<file path="src/rtl/dmem_arb_pkg.sv">
// Shared encodings and the address range helper for the data memory arbiter.
package dmem_arb_pkg;

  typedef enum logic [1:0] {
    IDLE  = 2'd0,
    ISSUE = 2'd1,
    RESP  = 2'd2
  } state_t;

  typedef enum logic {
    OWN_CPU = 1'b0,
    OWN_IO  = 1'b1
  } owner_t;

  localparam int CMP_WIDTH = 64;

  // True when any bit above the memory index width is set.
  function automatic logic addr_out_of_range(input logic [CMP_WIDTH-1:0] addr,
                                             input int addr_width);
    return (addr >> addr_width) != '0;
  endfunction

endpackage

</file>
<file path="src/rtl/dmem_arb_select.sv">
// Combinational winner pick for the data memory arbiter.
// DMEM_ARB_ROUND_ROBIN_EN selects round-robin tie-breaking; otherwise the CPU always wins ties.
module dmem_arb_select
  import dmem_arb_pkg::*;
(
  input  logic cpu_req,
  input  logic io_req,
  input  logic last_owner,
  output logic grant_valid,
  output logic grant_owner
);

  // NOTE: every output of a combinational block gets a default first so no path can infer a latch.
  always_comb begin
    grant_valid = cpu_req | io_req;
    grant_owner = OWN_CPU;
`ifdef DMEM_ARB_ROUND_ROBIN_EN
    if (cpu_req && io_req) begin
      grant_owner = (last_owner == OWN_CPU) ? OWN_IO : OWN_CPU;
    end else if (io_req) begin
      grant_owner = OWN_IO;
    end
`else
    if (!cpu_req && io_req) begin
      grant_owner = OWN_IO;
    end
`endif
  end

`ifndef DMEM_ARB_ROUND_ROBIN_EN
  // Fixed priority ignores the fairness pointer.
  logic unused_last_owner;
  assign unused_last_owner = last_owner;
`endif

endmodule

</file>
<file path="src/rtl/dmem_arbiter.sv">
// Two-port arbiter in front of a single-port data memory: IDLE -> ISSUE -> RESP per transaction.
// Tie-breaking policy is chosen in dmem_arb_select by DMEM_ARB_ROUND_ROBIN_EN.
module dmem_arbiter
  import dmem_arb_pkg::*;
#(
  parameter int DATA_WIDTH = 32,
  parameter int ADDR_WIDTH = 10
) (
  input  logic                  clock,
  input  logic                  reset,
  input  logic                  cpu_req,
  input  logic                  cpu_write,
  input  logic [DATA_WIDTH-1:0] cpu_address,
  input  logic [DATA_WIDTH-1:0] cpu_wdata,
  output logic                  cpu_ack,
  output logic [DATA_WIDTH-1:0] cpu_rdata,
  input  logic                  io_req,
  input  logic                  io_write,
  input  logic [DATA_WIDTH-1:0] io_address,
  input  logic [DATA_WIDTH-1:0] io_wdata,
  output logic                  io_ack,
  output logic [DATA_WIDTH-1:0] io_rdata,
  output logic                  mem_write_enable,
  output logic [DATA_WIDTH-1:0] mem_address,
  output logic [DATA_WIDTH-1:0] mem_input_data,
  input  logic [DATA_WIDTH-1:0] mem_output_data,
  output logic                  addr_error,
  output logic                  busy
);

  state_t                state_q, state_d;
  owner_t                owner_q, last_owner_q;
  logic                  write_q;
  logic [DATA_WIDTH-1:0] addr_q, wdata_q, rdata_q;
  logic                  grant_valid, grant_owner;
  logic                  sel_write;
  logic [DATA_WIDTH-1:0] sel_address, sel_wdata;
  logic                  addr_oor;

  dmem_arb_select u_select (
    .cpu_req     (cpu_req),
    .io_req      (io_req),
    .last_owner  (last_owner_q),
    .grant_valid (grant_valid),
    .grant_owner (grant_owner)
  );

  always_comb begin
    sel_write   = cpu_write;
    sel_address = cpu_address;
    sel_wdata   = cpu_wdata;
    if (grant_owner == OWN_IO) begin
      sel_write   = io_write;
      sel_address = io_address;
      sel_wdata   = io_wdata;
    end
  end

  assign addr_oor = addr_out_of_range(CMP_WIDTH'(addr_q), ADDR_WIDTH);

  // NOTE: sequential state uses non-blocking assignments so every register samples pre-edge values.
  always_ff @(posedge clock) begin
    if (reset) begin
      state_q      <= IDLE;
      owner_q      <= OWN_CPU;
      last_owner_q <= OWN_IO;
      write_q      <= 1'b0;
      addr_q       <= '0;
      wdata_q      <= '0;
      rdata_q      <= '0;
    end else begin
      state_q <= state_d;
      if (state_q == IDLE && grant_valid) begin
        owner_q      <= owner_t'(grant_owner);
        last_owner_q <= owner_t'(grant_owner);
        write_q      <= sel_write;
        addr_q       <= sel_address;
        wdata_q      <= sel_wdata;
      end
      // Stores and out-of-range accesses return zero rather than whatever the memory drives.
      if (state_q == ISSUE) begin
        rdata_q <= (write_q || addr_oor) ? '0 : mem_output_data;
      end
    end
  end

  always_comb begin
    state_d          = state_q;
    mem_write_enable = 1'b0;
    mem_address      = '0;
    mem_input_data   = '0;
    cpu_ack          = 1'b0;
    io_ack           = 1'b0;
    cpu_rdata        = '0;
    io_rdata         = '0;
    addr_error       = 1'b0;
    unique case (state_q)
      IDLE: begin
        if (grant_valid) state_d = ISSUE;
      end
      ISSUE: begin
        mem_address      = addr_q;
        mem_input_data   = wdata_q;
        // Reset is synchronous, so the write strobe must be cut combinationally to abort the store.
        mem_write_enable = write_q & ~addr_oor & ~reset;
        state_d          = RESP;
      end
      RESP: begin
        addr_error = addr_oor;
        if (owner_q == OWN_CPU) begin
          cpu_ack   = 1'b1;
          cpu_rdata = rdata_q;
        end else begin
          io_ack   = 1'b1;
          io_rdata = rdata_q;
        end
        state_d = IDLE;
      end
      default: state_d = IDLE;
    endcase
  end

  assign busy = (state_q != IDLE);

endmodule

</file>
<file path="config.mk">
export PLATFORM = sky130hd
export DESIGN_NAME = dmem_arbiter
export DESIGN_NICKNAME = d
export VERILOG_FILES = /design/src/rtl/dmem_arb_pkg.sv /design/src/rtl/dmem_arb_select.sv /design/src/rtl/dmem_arbiter.sv
export SDC_FILE = /design/constraint.sdc
export NUM_CORES = 1
export LEC_CHECK = 0
export CORE_AREA = 2 2 115 117
export DETAILED_ROUTE_END_ITERATION = 7
export DIE_AREA = 0 0 117 119
export DONT_BUFFER_PORTS = 1
export PLACE_DENSITY = 0.6
export SKIP_LAST_GASP = 1
export SLEW_MARGIN = 20
export SYNTH_ARGS = -nofsm -noshare
export SYNTH_HDL_FRONTEND = slang
export SYNTH_HIERARCHICAL = 1
export SYNTH_SLANG_ARGS = --single-unit
export TNS_END_PERCENT = 50
</file>
<file path="constraint.sdc">
create_clock -name clock -period 2.8 [get_ports clock]
set_input_delay 0.56 -clock clock [delete_from_list [all_inputs] [get_ports clock]]
set_output_delay 0.56 -clock clock [all_outputs]
set_load 0.005 [all_outputs]
</file>
==> results.json, run 1 <==
{
  "grt_pass1_vias": 3795,
  "setup_viol": 0,
  "syn_nets": 773,
  "cp-end-kind": "primary output",
  "critPathMaxFanout": 3,
  "ctsResizeCount": 0,
  "max_slew_margin": 0.574,
  "critPathMostFrequentCell": "and4_1",
  "period_share": 0.841,
  "grt_overflow": 0,
  "post_cts_buffers": 0,
  "dp.final_hpwl_mm": 8.93,
  "grt_max_degree": 133,
  "drtIter0Drc": 247,
  "cts_sinks": 100,
  "crit_slowest_cell": "nor4_1",
  "die_area_sq_mm": 0.0139,
  "hold_buffers": 0,
  "p_leak_nw": 2.35,
  "grt_first_pass_wirelength_mm": 19.4,
  "grt_usage": 0.177,
  "min_period_ns": 2.35,
  "n_antenna_cell": 0,
  "hold_class": "in2reg",
  "worstPathArrival_ns": 1.79,
  "cts_tree": "done",
  "numCtsBuffers": 9,
  "clockBufferDepth": 2,
  "drc_errors": 0,
  "avgRoutedWirePerCell_um": 17.3,
  "vdd.ir_drop.worst_mv": 0.276,
  "num_vias": 4058,
  "io_buffers": 0,
  "syn_avg_cell_area_sq_um": 9.11,
  "path_clk_slew_ns": 0.06,
  "power_density_mw_per_mm2": 547,
  "start_util": 0.429,
  "clock-root-buffer": "clkbuf_16",
  "vias_per_cell": 5.43,
  "drv_slew": 0,
  "syn_area_sq_mm": 0.00553,
  "grt_setup_unrepaired": "no",
  "tightest_slew_ns": 0.633,
  "ant_nets": 0,
  "rows": 42,
  "crit_path_max_incr_delay_ns": 0.59,
  "syn_inst": 607,
  "finalNetCount": 733,
  "die_h_um": 119,
  "cp.required_ns": 2.24,
  "outcome": "completed",
  "ios": 299,
  "setup_tns_ns": 0,
  "insertion_delay_ns": 0.34,
  "antenna_found_initial": 0,
  "routabilityCongestion": 0.775,
  "fmax_ghz": 0.425,
  "post-place-cells": 732,
  "area_delta_synth_final_pct": 5.82,
  "core_sq_mm": 0.0129,
  "cp-start-kind": "register",
  "fin_worst_skew_ns": 0.00546,
  "die_x_um": 117,
  "routed_wl_mm": 12.9,
  "dr.pass1.iters": 4,
  "drive_gt1_frac": 0.112,
  "instances_no_fill": 748,
  "htreeDepth": 3,
  "ys_warn_count": 6,
  "n_fill_cell": 1284,
  "hold_violations": 0,
  "max_cap_violations": 0,
  "crit_type": "reg2out",
  "cp_cell_sequence": "nor4_1 > and4_1 > and4_1"
}
[critical path, delay by kind of cell (launching register included)]
| family | cells | cell delay, ns |
|---|---|---|
| DFF | 1 | 0.33 |
| and+or+nand+nor | 3 | 1.13 |
[cell usage in the layout, fill, tap and decap left out]
cell,n
a211oi_1,65
a21oi_1,2
and2_1,127
and2_2,2
and4_1,2
buf_12,2
buf_4,7
clkbuf_1,4
clkbuf_16,9
clkbuf_8,1
clkinv_2,2
dfxtp_1,100
inv_1,33
mux2i_1,65
nand2_1,2
nand2b_1,2
nand3b_1,32
nand4_2,1
nand4b_1,1
nor2_1,68
nor2_2,2
nor2b_4,2
nor3b_4,1
nor4_1,2
nor4_2,3
o41ai_1,2
o41ai_2,30
or2_1,1
or2_2,1
or3b_2,1
[cell type report]
cell class	count	area, sq um	share of cell area
multi-input cells	414	3150	0.538
flip-flops and latches	100	2000	0.342
well taps	176	220	0.0376
clock buffers	14	254	0.0434
inverters	33	124	0.0212
clock inverters	2	10.0	0.00171
repair buffers	9	92.6	0.0158
[metal layers]
| metal | up-vias | part of all wire | GRT usage |
|---|---|---|---|
| met2 | 178 | 0.48 | 0.295 |
| li1 | 2024 | - | - |
| met1 | 1841 | 0.43 | 0.216 |
| met4 | 0 | 0.018 | 0.0713 |
| met3 | 15 | 0.067 | 0.0433 |
| met5 | - | 0 | 0 |
[path summary, 6_finish.rpt]
| check | from | end | slack, ns | depth (start not counted) |
|---|---|---|---|---|
| min reg2reg | owner_q | owner_q | 0.49 | 2 |
| max reg2reg | state_q[0] | rdata_q[31] | 0.91 | 5 |
| min | reset | rdata_q[1] | 0.33 | 1 |
| max | addr_q[23] | mem_write_enable | 0.45 | 3 |
[stage by stage]
step           power, W  area [sq um]  worst slack (ns)  hold slack (ns)  utilization
2_1_floorplan   0.00204          5530             0.943            0.450            -
3_5_place_dp    0.00211          5590             0.860            0.482        0.434
4_1_cts         0.00326          5850             0.475            0.280        0.454
5_1_grt         0.00337          5850             0.440            0.272        0.454
3_3_place_gp    0.00209          5590             0.867            0.463        0.434
6_report        0.00320          5850             0.445            0.331        0.454
[registers in the layout, indices dropped and copies added (netlist names)]
name     cells
addr_q      32
owner_q      1
rdata_q     32
state_q      2
wdata_q     32
write_q      1
[power by group]
part	internal, W	switching (W)
sequential	0.00154	0.0000690
combinational	0.000189	0.000280
clock	0.000626	0.000504
No activity file was read; power rests on OpenSTA's default activity.
==> inputs of run 2 (changes only) <==
==> constraint.sdc (replaced) <==
create_clock -name clock -period 2.4 [get_ports clock]
set_input_delay 0.48 -clock clock [delete_from_list [all_inputs] [get_ports clock]]
set_output_delay 0.48 -clock clock [all_outputs]
set_load 0.005 [all_outputs]
==> run 2 against run 1 <==
Effect of this change:
- clock skew is 0.0012 ns higher
- sequential share of layout area is 0.066 points lower
- sequential cell count unchanged
- worst hold slack got worse by 0.10 ns
- critical path depth unchanged
- critical endpoint unchanged
- largest power group unchanged
- highest routed layer unchanged
==> results.json, run 2 (synthesis gave the netlist of run 1 again) <==
{
  "power_density_mw_per_mm2": 639,
  "setup_slack_ns": 0.118,
  "setup_viol": 0,
  "numCtsBuffers": 9,
  "hold_violations": 0,
  "num_vias": 4132,
  "drv_slew": 0,
  "worstPathArrival_ns": 1.80,
  "max_cap_violations": 0,
  "min_period_ns": 2.28,
  "place_ws_ns": 0.528,
  "post_cts_buffers": 0,
  "grt_overflow": 0,
  "fmax_ghz": 0.438,
  "period_share": 0.951,
  "n_fill_cell": 1260,
  "cp_cell_sequence": "nor4_1 > and4_1 > and4_1",
  "io_buffers": 0,
  "cts_sinks": 100,
  "crit_path_max_incr_delay_ns": 0.59,
  "mostFrequentLayoutCell": "and2_1",
  "vias_per_cell": 5.53,
  "max_slew_margin": 0.571,
  "tightest_slew_ns": 0.638,
  "cpLargestDelayFamily": "simple AND/OR/NAND/NOR gates",
  "drtIter0Drc": 226,
  "outcome": "completed",
  "grt_max_degree": 133,
  "antenna_found_initial": 0,
  "avgRoutedWirePerCell_um": 17.5,
  "grt_pass1_vias": 3960,
  "die_h_um": 119,
  "die_x_um": 117,
  "dr.pass1.iters": 4,
  "setup_tns_ns": 0,
  "clock-root-buffer": "clkbuf_16",
  "finalNetCount": 732,
  "rows": 42,
  "ant_nets": 0,
  "vdd.ir_drop.worst_mv": 0.398,
  "grt_first_pass_wirelength_mm": 20.2,
  "crit_slowest_cell": "nor4_1",
  "hold_buffers": 0,
  "htreeDepth": 3,
  "crit_type": "reg2out",
  "fin_worst_skew_ns": 0.00666,
  "die_area_sq_mm": 0.0139,
  "top_regs": "addr_q: 32 flops, rdata_q: 32 flops, wdata_q: 32 flops",
  "ctsResizeCount": 0,
  "path_buf_inv": 0,
  "drive_gt1_frac": 0.116,
  "p_leak_nw": 2.35,
  "start_util": 0.429,
  "grt_setup_unrepaired": "no",
  "cts_tree": "done",
  "dp.final_hpwl_mm": 9.09,
  "grt_usage": 0.185,
  "n_antenna_cell": 0,
  "cp-start-kind": "register",
  "cp.required_ns": 1.92,
  "path_clk_slew_ns": 0.07,
  "cp-end-kind": "primary output",
  "clockBufferDepth": 2,
  "critPathMaxFanout": 3,
  "insertion_delay_ns": 0.34,
  "routed_wl_mm": 13.1,
  "hold_class": "in2reg",
  "drc_errors": 0,
  "area_delta_synth_final_pct": 6.02,
  "ios": 299,
  "fin_total_pwr_w": 0.00375,
  "core_sq_mm": 0.0129,
  "mostFrequentLayoutCells": "and2_1, dfxtp_1, nor2_1",
  "critPathMostFrequentCell": "and4_1",
  "routabilityCongestion": 0.771
}
[run 2: metrics by stage]
stage	instance area [sq um]	std cells	utilization	hold slack, ns
floorplan	5530	607	-	0.450
global placement	5590	731	0.434	0.465
detailed placement	5590	731	0.434	0.477
CTS	5860	747	0.455	0.195
global route	5860	747	0.455	0.189
finish	5860	747	0.455	0.228
[run 2: cell type report]
type / instances / area, sq um / area share
Clock inverter: 5 / 27.5 / 0.00470
Clock buffer: 11 / 243 / 0.0414
Multi-Input combinational cell: 414 / 3150 / 0.537
Sequential cell: 100 / 2000 / 0.342
Inverter: 33 / 124 / 0.0211
Tap cell: 176 / 220 / 0.0376
Timing Repair Buffer: 8 / 97.6 / 0.0166
[run 2: worst paths after layout]
kind | from | endpoint | slack (ns) | depth (start not counted)
worst min register to register | owner_q | owner_q | 0.48 | 2
worst max-delay path | addr_q[23] | mem_write_enable | 0.12 | 3
worst max register to register | state_q[0] | rdata_q[31] | 0.54 | 5
worst min-delay path | reset | owner_q | 0.23 | 1
[run 2: per-layer routing]
layer | share of wire | GRT usage
met5 | 0 | 0
met3 | 0.073 | 0.0473
met2 | 0.50 | 0.313
met4 | 0.019 | 0.0750
met1 | 0.41 | 0.220
[run 2: worst reg2reg max path, cell delays in order (launching register included)]
cell and delay [ns]:
dfxtp_1 0.43, nor2b_4 0.35, buf_12 0.25, nand4b_1 0.13, buf_4 0.31, o41ai_1 0.29
[run 2: where the power goes]
part           switching [W]  internal, W  leakage (nW)
clock               0.000603     0.000724         0.135
sequential         0.0000797      0.00179         0.823
combinational       0.000328     0.000222          1.40
